`config.mk`:
```
export PLATFORM = sky130hd
export DESIGN_NAME = rr_sel_arbiter
export DESIGN_NICKNAME = d
export VERILOG_FILES = /design/src/rtl/rr_sel_arbiter.sv
export SDC_FILE = /design/constraint.sdc
export NUM_CORES = 1
export LEC_CHECK = 0
export BUFFER_PORTS_ARGS = -buffer_cell sky130_fd_sc_hd__buf_4
export CAP_MARGIN = 25
export CORE_MARGIN = 1
export CORE_UTILIZATION = 50
export DETAILED_ROUTE_END_ITERATION = 16
export HOLD_SLACK_MARGIN = 0.05
export PLACE_DENSITY = 0.81
export SYNTH_ARGS = -nofsm -noshare
export SYNTH_HDL_FRONTEND = slang
export SYNTH_SLANG_ARGS = --single-unit
export TNS_END_PERCENT = 30
```
`constraint.sdc`:
```
create_clock -name clk -period 2 [get_ports clk]
set_input_delay 0.6 -clock clk [delete_from_list [all_inputs] [get_ports clk]]
set_output_delay 0.6 -clock clk [all_outputs]
set_load 0.05 [all_outputs]
```
`src/rtl/rr_sel_arbiter.sv`:
```
// Four-requester round-robin arbiter driving the 2-bit select of a shared one-hot resource.
// Ownership ends on done, request drop, or after MAX_HOLD cycles, followed by a one-cycle gap.
module rr_sel_arbiter #(
  parameter int MAX_HOLD = 8,
  parameter int CNT_W    = 8
) (
  input  logic       clk,
  input  logic       rst_n,
  input  logic [3:0] req,
  input  logic [3:0] done,
  output logic [3:0] grant,
  output logic [1:0] sel,
  output logic       busy,
  output logic       timeout
);

  typedef enum logic [1:0] {IDLE, GRANT, GAP} state_t;

  localparam logic [CNT_W-1:0] HOLD_MAX = CNT_W'(MAX_HOLD);
  localparam logic [CNT_W-1:0] CNT_ONE  = CNT_W'(1);

  state_t           state, state_nx;
  logic [CNT_W-1:0] hold_cnt, hold_cnt_nx;
  logic [1:0]       last_owner, last_owner_nx;
  logic [1:0]       sel_nx, winner, idx;
  logic [3:0]       grant_nx;
  logic             busy_nx, timeout_nx, found, req_ok;

  function automatic logic [3:0] decode(input logic [1:0] s);
    case (s)
      2'd0:    decode = 4'b0001;
      2'd1:    decode = 4'b0010;
      2'd2:    decode = 4'b0100;
      default: decode = 4'b1000;
    endcase
  endfunction

  // Evaluates unknown in simulation when any req bit is X/Z, so IDLE refuses to grant.
  assign req_ok = (^req == 1'b0) || (^req == 1'b1);

  always_comb begin
    found  = 1'b0;
    winner = 2'd0;
    idx    = 2'd0;
    for (int i = 1; i <= 4; i++) begin
      idx = last_owner + 2'(i);
      if (!found && req[idx]) begin
        found  = 1'b1;
        winner = idx;
      end
    end
  end

  always_comb begin
    state_nx      = state;
    hold_cnt_nx   = hold_cnt;
    last_owner_nx = last_owner;
    grant_nx      = grant;
    sel_nx        = sel;
    busy_nx       = busy;
    timeout_nx    = 1'b0;
    case (state)
      IDLE: begin
        if (found && req_ok) begin
          state_nx      = GRANT;
          sel_nx        = winner;
          grant_nx      = decode(winner);
          busy_nx       = 1'b1;
          hold_cnt_nx   = CNT_ONE;
          last_owner_nx = winner;
        end
      end
      GRANT: begin
        // Owner release outranks the hold limit, so a coincident done never flags timeout.
        if (done[sel] || !req[sel] || (hold_cnt == HOLD_MAX)) begin
          state_nx    = GAP;
          grant_nx    = 4'b0000;
          sel_nx      = 2'd0;
          busy_nx     = 1'b0;
          hold_cnt_nx = '0;
          timeout_nx  = !(done[sel] || !req[sel]);
        end else if (hold_cnt != '1) begin
          hold_cnt_nx = hold_cnt + CNT_ONE;
        end
      end
      GAP: begin
        state_nx = IDLE;
        grant_nx = 4'b0000;
        sel_nx   = 2'd0;
        busy_nx  = 1'b0;
      end
      default: begin
        state_nx = IDLE;
        grant_nx = 4'b0000;
        sel_nx   = 2'd0;
        busy_nx  = 1'b0;
      end
    endcase
  end

  always_ff @(posedge clk or negedge rst_n) begin
    if (!rst_n) begin
      state      <= IDLE;
      hold_cnt   <= '0;
      last_owner <= 2'd3;
      grant      <= 4'b0000;
      sel        <= 2'd0;
      busy       <= 1'b0;
      timeout    <= 1'b0;
    end else begin
      state      <= state_nx;
      hold_cnt   <= hold_cnt_nx;
      last_owner <= last_owner_nx;
      grant      <= grant_nx;
      sel        <= sel_nx;
      busy       <= busy_nx;
      timeout    <= timeout_nx;
    end
  end

endmodule

```
# [After elaboration in Yosys (flattened, before gate mapping)]
# Cells that the tools add are included.
[op_classes] addsub=4 n_mux=39 order_cmp=5 eq_ne=8 n_reduce_logical=16
[op_table] op="$mux W8" n=3
[op_table] op="$mux W2" n=8
[op_table] op="$pmux W8 S2" n=1
[op_table] op="$lt A2 B3 Y1 const B" n=5
[op_table] op="$mux W1" n=14
[op_table] op="$bmux W1 S2" n=6
[op_table] op="$pmux W4 S3" n=1
[op_table] op="$add A8 B1 Y8 const B" n=1
[op_table] op="$eq A8 B4 Y1 const B" n=1
[op_table] op="$mux W4" n=2
[op_table] op="$ne A8 B8 Y1 const B" n=1
[op_table] op="$pmux W2 S2" n=2
[op_table] op="$pmux W4 S2" n=1
[op_table] op="$logic_not A1 Y1" n=5
[op_table] op="$add A2 B2 Y2 const B" n=2
[op_table] op="$eq A2 B1 Y1 const B" n=2
[op_table] op="$logic_not A2 Y1" n=2
[op_table] op="$ne A2 B2 Y1 const B" n=2
[op_table] op="$reduce_and A2 Y1" n=2
[op_table] op="$logic_and A1 B1 Y1" n=3
[op_table] op="$ne A3 B3 Y1 const B" n=1
[op_table] op="$reduce_and A3 Y1" n=1
[op_table] op="$add A2 B1 Y2 const B" n=1
[op_table] op="$eq A2 B2 Y1 const B" n=1
[op_table] op="other kinds (3)" n=4
[word_totals] in_bits=10 regBits=20 elab_cells=79 out_inout_bits=8

# [Logic depth before layout (Yosys ltp)]
# Gate-level depths: netlist of the first run.
[depth] ltp_word=17 depth_mapped=7 ltp_nobuf=7

# [Worst setup path before layout of the first run]
# No wires, ideal clock.
[synth_path] path_kind="reg-to-reg" start="register state[0]" end="register hold_cnt[2]" path_slack_ps=158 arrival_time_ps=1721 setup_time_ps=121 required_time_ps=1879 synth_period_minus_slack_ps=1842 path_stages_with_launch=7 cell_sequence="dfrtp_1 nand2_1 or3_1 buf_6 o21ai_2 nor2_1 o22a_1"
[synth_via] elab_chain_len=3 word_cells_on_any_way=7
[synth_rtl] item="start: declaration" line="22" source="state_t state, state_nx;"
[synth_rtl] item="start signal: assignment" line="111" source="state <= state_nx;"
[synth_rtl] item="$eq A2 B1 Y1 or $logic_not A2 Y1 (tied branches)" line="62" source="case (state)"
[synth_rtl] item="$ne A3 B3 Y1 (no line) (tied with other cells)"
[synth_rtl] item="$reduce_and A3 Y1 (no line)"
[synth_rtl] item="end signal: assignment" line="112" source="hold_cnt <= hold_cnt_nx;"
[synth_rtl] item="end: declaration" line="23" source="logic [CNT_W-1:0] hold_cnt, hold_cnt_nx;"
# Several ways; a longest one is shown, not always the timed one.
# A chain may end at the register's enable or synchronous reset.

# [Final worst setup path of the first run]
[layout_path] start="register hold_cnt[0]" end="register hold_cnt[7]"
[layout_via] elab_chain_len=4 word_cells_on_any_way=9
[layout_rtl] item="$add A8 B1 Y8 or $eq A8 B4 Y1 (tied branches)" line="83, 75"
[layout_rtl] item="$mux W8 or $logic_or A1 B1 Y1 (tied branches)" line="82, 75"
[layout_rtl] item="$mux W8 or $ne A3 B3 Y1 (tied branches)"
[layout_rtl] item="$pmux W8 S2 or $reduce_and A3 Y1 (tied branches)"
# Several ways; a longest one is shown, not always the timed one. The select of a mux whose other input is x is not followed.

==> reports/summary.md, run 1 <==
## Placement
* **half-perimeter wire length after detailed placement** 2130 µm
* **count of input and output buffers** 17
* **cell area after placement** 0.00135 mm²
* **GPL Wtd Cong** 0.924
* **dpl cells** 168

## Synthesis
* **leading cell type by number of instances after synthesis** dfrtp_1
* **area share of the leading cell type in the synthesized netlist** 0.374
* **number of instances in the synthesized netlist** 118
* **Synth area leader** dfrtp_1
* **largest cells by area after synthesis** dfrtp_1 37%, nand2b_1 4.9%, dfstp_2 4.6%, mux4_2 4.0%, nor2b_1 3.8%
* **register bit total from synthesis** 19
* **share of the yosys chip area belonging to registers** 0.420
* **average instance area after synthesis** 9.65 µm²
* **commonest cells in the netlist** 17 x dfrtp_1, 10 x nand2_1, 9 x nand2b_1
* **EDFF count, synth** 0
* **count of synthesis-stage warnings from yosys** 0
* **cell area after technology mapping** 0.00114 mm²
* **library cells used by synthesis** 42
* **most instantiated flip-flop cell in the synthesis netlist** dfrtp_1
* **proportion of synthesized flip-flops having asynchronous set or reset** 1.00
* **nets in the synthesized netlist** 130

## Worst setup path
* **critical path type** flop to flop
* **worst endpoint data arrival time** 2.08 ns
* **worst reg2reg path startpoint** hold_cnt[0]
* **startpoint type of the worst setup path** flop
* **R2R setup slack** 0.11 ns
* **number of cell instances on the worst register-to-register path** 7
* **Reg2Reg Capture Point** hold_cnt[7]
* **first element of the critical path** hold_cnt[0]
* **Setup crit end kind** flop
* **critical path fanouts, max** 4
* **end point of the critical path** hold_cnt[7]
* **CP Data Required Time** 2.19 ns

## Clock tree
* **maximum buffer depth of the clock tree** 2
* **post-CTS setup repair buffer count** 0
* **clock buffers created by TritonCTS** 3
* **TritonCTS clock tree** built
* **cell at the root of the clock tree** clkbuf_4
* **H-tree levels** 1
* **worst-skew pair later-pin latency** 0.31 ns
* **TritonCTS Sinks** 19
* **clock-pin slew on the worst setup and hold paths** 0.12 ns

## STA
* **post-layout min period** 1.89 ns
* **ratio of final minimum period to clock period** 0.946
* **final count of negative-setup-slack endpoints** 0
* **slew at the pin closest to its max-slew limit** 0.460 ns
* **pins over their slew limit** 0
* **Fin. Hold Viols** 0
* **relative max-transition margin** 0.691
* **worst clock skew** 0.0181 ns
* **Peak Freq** 528 MHz

## Routing
* **routed length on met2** 1510 µm
* **DR WL/cell** 16.6 µm
* **vias per cell** 6.09
* **final wirelength** 2860 µm
* **detailed-router iteration count before antenna repair** 4
* **M1 wire length** 1120 µm
* **DRC violation count after routing** 0
* **residual antenna-violating net count after detailed routing** 0
* **met3 layer wire length in the routed design** 172 µm
* **top sig layer** met4
* **routed via count** 1047
* **DRC marker count from the first detailed-route iteration** 32

## Die
* **DIE WIDTH** 49.7 µm
* **Die Y-Extent** 49.7 µm
* **area of the core** 0.00204 mm²
* **IO Count** 18
* **die area** 0.00247 mm²
* **initial core utilization** 0.558
* **# rows** 16

## Layout
* **area of all placed cells without fillers** 0.00138 mm²
* **share of cells above drive strength 1** 0.283
* **signed area change from the synthesized netlist to the final layout** 21.2%
* **Inserted Diodes** 0
* **final standard cell count with taps included and fillers excluded** 172
* **combined area of the multi-input logic cells** 631 µm²
* **final-stage net count** 158
* **Layout fillers** 162
* **total area of sequential cells** 478 µm²

## Power
* **Leakage Power** 0.617 nW
* **power density over cell area** 1290 mW/mm²
* **Worst VDD drop** 0.928 mV

## GRT
* **vias in the first global route** 1113
* **wire length of the first global-routing pass** 4820 µm
* **Congestion Overflow GR** 0
* **maximum number of pins on one net before global-route repair** 20
* **combined global-route utilization of all metal layers** 0.260
* **antenna violations before repair** 0

## Flow run
* **MaxCap Viol Count** 0

## Worst hold path
* **worst min-delay path class** input pin to async pin

## Run status
* **run status** complete, no violations

## layout by cell type, fill, tap and decap left out, drive strengths merged, types with 5 or more instances in the layout
cell type and count:
a21oi 5, nand2b 9, nand2 11, inv 6, nand3 5, nor2 7
dfrtp 17, nor2b 7, buf 25, o21ai 10
## per-stage QoR
step	util	total power, W	setup TNS [ns]	setup WS [ns]	hold slack [ns]
after global routing	0.676	0.00189	-0.0222	-0.0222	0.146
after CTS	0.672	0.00178	0	0.138	0.138
after floorplan	-	0.00123	0	0.158	0.304
after detailed placement	0.659	0.00157	-0.000607	-0.000607	0.484
final	0.676	0.00178	0	0.108	0.134
after global placement	0.659	0.00154	0	0.0461	0.482
## what timing repair did
action / in CTS / in global routing
setup endpoints to repair: 0 / 1
endpoints found under the hold margin: 0 / 0
gates resized for setup: 0 / 1
hold buffers: 0 / 0
## kinds of logic (layout without fill, tap and decap cells)
| kind of cell | Yosys count | after routing | share of synthesized area |
|---|---|---|---|
| AO/OA/AOI/OAI | 36 | 36 | 0.232 |
| XOR/XNOR | 1 | 1 | 0.00769 |
| adder cells (fa/ha/maj) | 2 | 2 | 0.0220 |
| buffers and inverters | 8 | 35 | 0.0330 |
| flip-flops | 19 | 19 | 0.420 |
| multiplexers | 3 | 3 | 0.0483 |
| AND/OR/NAND/NOR | 49 | 49 | 0.237 |
## registers in the layout, summed over array words and instances (netlist names)
signal and count:
state 2, hold_cnt 8, timeout 1, last_owner 2, sel 2, grant 4
## worst max-delay path: stages (launching register included)
cell	delay (ns)
dfrtp_1	0.43
inv_1	0.11
ha_1	0.15
nor4b_1	0.22
nand3_1	0.19
and2_1	0.25
a32oi_1	0.29
o41ai_2	0.14
## final cells by class
| type | instances | area share |
|---|---|---|
| well taps | 27 | 0.0245 |
| inverters | 6 | 0.0163 |
| clock buffers | 3 | 0.0163 |
| multi-input cells | 91 | 0.457 |
| flip-flops and latches | 19 | 0.346 |
| clock inverters | 1 | 0.00363 |
| repair buffers | 25 | 0.136 |
## power breakdown
part,total (W),internal (W),switching [W]
Combinational,0.000961,0.000369,0.000591
Clock,0.000196,0.0000746,0.000121
Sequential,0.000627,0.000506,0.000121
## layer usage
metal / vias to the layer above / global-route usage
met2: 40 / 0.462
met5: - / 0
met4: 0 / 0.100
met1: 510 / 0.293
li1: 491 / -
met3: 6 / 0.0679
## how the worst min path moves through the flow
stage,endpoint,from,cells past startpoint,slack [ns]
floorplan,grant[0],rst_n,0,0.30
global placement,hold_cnt[5],rst_n,1,0.48
detailed placement,hold_cnt[5],rst_n,1,0.48
CTS,hold_cnt[5],rst_n,1,0.14
global route,hold_cnt[5],rst_n,1,0.15
finish,hold_cnt[5],rst_n,1,0.13
(Power assumes the default switching activity.)
==> run 2, diff against run 1 <==
--- a/config.mk
+++ b/config.mk
@@ -5,13 +5,14 @@
 export SDC_FILE = /design/constraint.sdc
 export NUM_CORES = 1
 export LEC_CHECK = 0
+export ABC_AREA = 1
 export BUFFER_PORTS_ARGS = -buffer_cell sky130_fd_sc_hd__buf_4
 export CAP_MARGIN = 25
-export CORE_MARGIN = 1
-export CORE_UTILIZATION = 50
+export CORE_MARGIN = 3
+export CORE_UTILIZATION = 38
 export DETAILED_ROUTE_END_ITERATION = 16
 export HOLD_SLACK_MARGIN = 0.05
-export PLACE_DENSITY = 0.81
+export PLACE_DENSITY = 0.66
 export SYNTH_ARGS = -nofsm -noshare
 export SYNTH_HDL_FRONTEND = slang
 export SYNTH_SLANG_ARGS = --single-unit
==> run 2 against run 1 <==
Net effect: flip-flop and latch count did not move; core utilization down 20 points; via count up 15%; largest cell class unchanged.
==> reports/summary.md, run 2 <==
## STA
* **Fin. Hold Viols** 0, unchanged
* **final count of negative-setup-slack endpoints** 0, unchanged
* **relative max-transition margin** 0.695, +0.00388
* **slew at the pin closest to its max-slew limit** 0.456 ns, -0.00397 ns
* **ratio of final minimum period to clock period** 0.876, -0.0701
* **worst clock skew** 0.00760 ns, -0.0105 ns
* **pins over their slew limit** 0, unchanged
* **post-layout min period** 1.75 ns, -0.140 ns
* **Peak Freq** 571 MHz, +8.0%
* **Worst Setup Slack, final** 0.248 ns, +0.140 ns
* **Setup Total Neg Slack** 0 ns, unchanged
* **RSZ-0062 raised after global routing** false
* **final hold slack** 0.138 ns, +0.00372 ns

## Placement
* **placement-stage worst setup slack** 0.208 ns, +0.209 ns
* **GPL Wtd Cong** 0.851, -7.9%
* **count of input and output buffers** 17, unchanged
* **half-perimeter wire length after detailed placement** 2180 µm, +2.4%

## Layout
* **core occupancy in the finished layout** 0.475, -0.201
* **signed area change from the synthesized netlist to the final layout** 15.4%
* **total area of sequential cells** 478 µm², unchanged
* **final-stage net count** 216, +37%
* **Biggest register** hold_cnt
* **number of flip-flops under the largest register name** 8, unchanged
* **registers with the most flip-flops** hold_cnt (8), grant (4)
* **most common library cell in the layout ignoring fill and taps** nand2_1
* **top library cells by usage in the layout, fill and taps aside** 71 x nand2_1, 20 x nand3_1, 17 x inv_1, 17 x dfrtp_1, 17 x buf_4
* **share of cells above drive strength 1** 0.232, -0.0512
* **Inserted Diodes** 0, unchanged
* **Layout fillers** 334, +110%
* **combined area of the multi-input logic cells** 734 µm², +16%

## Worst hold path
* **worst min-delay path class** input pin to async pin

## Clock tree
* **number of buffers inserted by hold repair at cts** 0, unchanged
* **worst-skew pair later-pin latency** 0.31 ns, about the same
* **H-tree levels** 1, unchanged
* **PostCTS Resize Cnt** 0, unchanged
* **TritonCTS Sinks** 19, unchanged
* **clock buffers created by TritonCTS** 3, unchanged
* **clock-pin slew on the worst setup and hold paths** 0.12 ns, about the same
* **maximum buffer depth of the clock tree** 2, unchanged
* **post-CTS setup repair buffer count** 0, unchanged
* **cell at the root of the clock tree** clkbuf_4
* **TritonCTS clock tree** built

## Synthesis
* **largest cells by area after synthesis** dfrtp_1 33%, nand2_1 20%, nand3_1 7.7%, nand2_2 5.3%, inv_1 4.9%
* **commonest cells in the netlist** 71 x nand2_1, 20 x nand3_1, 17 x dfrtp_1, 17 x inv_1, 11 x nand2_2
* **most instantiated flip-flop cell in the synthesis netlist** dfrtp_1
* **leading cell type by number of instances after synthesis** nand2_1
* **count of synthesis-stage warnings from yosys** 0, unchanged
* **library cells used by synthesis** 24, -43%
* **nets in the synthesized netlist** 195, +50%
* **Synth area leader** dfrtp_1
* **share of the yosys chip area belonging to registers** 0.366, -0.0542
* **register bit total from synthesis** 19, unchanged
* **area share of the leading cell type in the synthesized netlist** 0.325, -0.0483
* **cell area after technology mapping** 0.00131 mm², +15%
* **EDFF count, synth** 0, unchanged
* **proportion of synthesized flip-flops having asynchronous set or reset** 1.00, unchanged
* **average instance area after synthesis** 7.14 µm², -26%
* **number of instances in the synthesized netlist** 183, +55%

## Worst setup path
* **critical path fanouts, max** 8, +4
* **Top delay family on crit path** simple AND/OR/NAND/NOR gates
* **worst endpoint data arrival time** 1.96 ns, -0.12 ns
* **cell-by-cell trace of the critical path** inv_1 -> ha_1 -> nand3b_1 -> nor2_1 -> nor2_2 -> a21oi_2 -> nand2_4 -> nand2_1 -> nand2_1
* **Setup crit end kind** flop
* **first element of the critical path** hold_cnt[0]
* **CP Data Required Time** 2.21 ns, +0.02 ns
* **most frequent cell on the critical path** nand2_1
* **critical path type** flop to flop
* **Crit path largest cell delay** 0.44 ns, about the same
* **startpoint type of the worst setup path** flop
* **cell with the biggest individual delay on the critical path** dfrtp_1
* **worst path buffer plus inverter count** 1, unchanged
* **worst reg2reg path startpoint** hold_cnt[0]

## GRT
* **combined global-route utilization of all metal layers** 0.140, -0.120
* **wire length of the first global-routing pass** 4670 µm, -3.2%
* **antenna violations before repair** 0, unchanged
* **vias in the first global route** 1032, -7.3%
* **maximum number of pins on one net before global-route repair** 20, unchanged
* **Congestion Overflow GR** 0, unchanged

## Die
* **# rows** 20, +4
* **area of the core** 0.00318 mm², +56%
* **IO Count** 18, unchanged
* **die area** 0.00418 mm², +69%
* **Die Y-Extent** 64.7 µm, +30%
* **initial core utilization** 0.411, -0.146
* **DIE WIDTH** 64.7 µm, +30%

## Power
* **Worst VDD drop** 0.664 mV, -28%
* **Leakage Power** 0.802 nW, +30%
* **power density over cell area** 1480 mW/mm², +15%

## Routing
* **vias per cell** 4.87, -20%
* **DRC violation count after routing** 0, unchanged
* **detailed-router iteration count before antenna repair** 5, +1
* **final wirelength** 2750 µm, -3.6%
* **residual antenna-violating net count after detailed routing** 0, unchanged
* **DRC marker count from the first detailed-route iteration** 99, +210%
* **routed via count** 1204, +15%
* **DR WL/cell** 11.1 µm, -33%

## Run status
* **run status** complete, no violations

## Flow run
* **MaxCap Viol Count** 0, unchanged

==> run 2: cell count changes after synthesis, sizes merged, moves of 6 or more <==
cell / before / now
o21ai: 10 / 3
nor2b: 7 / 0
nand2b: 9 / 0
nand3b: 0 / 6
nand3: 5 / 20
inv: 6 / 21
nand2: 11 / 85
==> run 2: final cells by class <==
type	instances	share of cell area
multi-input combinational	142	0.487
sequential	19	0.317
timing repair buffer	17	0.0846
inverter	21	0.0556
clock inverter	1	0.00498
clock buffer	3	0.0149
tap	44	0.0365
==> run 2: cells by family (layout without fill, tap and decap cells) <==
| group | count (synthesis) | in the layout | share of synthesized area |
|---|---|---|---|
| AOI/OAI and AO/OA | 6 | 6 | 0.0258 |
| adders and majority gates | 2 | 2 | 0.0191 |
| xor gates and xnor gates | 3 | 3 | 0.0201 |
| buffers and inverters | 22 | 42 | 0.0727 |
| DFF | 19 | 19 | 0.366 |
| and+or+nand+nor | 131 | 131 | 0.497 |
==> run 2: metal layers <==
layer  share of wire  up-vias  track usage
met5               0        -            0
met4           0.018        0       0.0554
met3           0.052        6       0.0243
met2            0.41       40        0.207
met1            0.51      536        0.201
li1                -      622            -
==> run 2: metrics by stage <==
step,cell area (µm²),cells,total power [W]
floorplan,1310,183,0.00175
global placement,1480,243,0.00203
detailed placement,1480,243,0.00203
CTS,1510,247,0.00225
global route,1510,247,0.00246
finish,1510,247,0.00223
==> run 2: final timing paths <==
| check | endpoint | slack, ns | cells after the start |
|---|---|---|---|
| worst max-delay path | hold_cnt[7] | 0.25 | 9 |
| worst min-delay path | hold_cnt[7] | 0.14 | 1 |
| worst max register to register | hold_cnt[7] | 0.25 | 9 |
| worst min register to register | grant[0] | 0.50 | 2 |
| max in group asynchronous | last_owner[0] | 1.60 | 1 |
| min in group clk | grant[0] | 0.50 | 2 |
==> run 2: worst reg2reg max path: stages (launching register included) <==
cell	delay [ns]
dfrtp_1	0.44
inv_1	0.08
ha_1	0.15
nand3b_1	0.08
nor2_1	0.21
nor2_2	0.11
a21oi_2	0.31
nand2_4	0.14
nand2_1	0.08
nand2_1	0.06
==> run 2: power by group <==
group | internal, W | switching, W | total (W) | leakage (nW)
Clock | 0.0000762 | 0.000131 | 0.000207 | 0.0139
Sequential | 0.000501 | 0.000120 | 0.000621 | 0.249
Combinational | 0.000431 | 0.000976 | 0.00141 | 0.539
Total | 0.00101 | 0.00123 | 0.00223 | 0.802
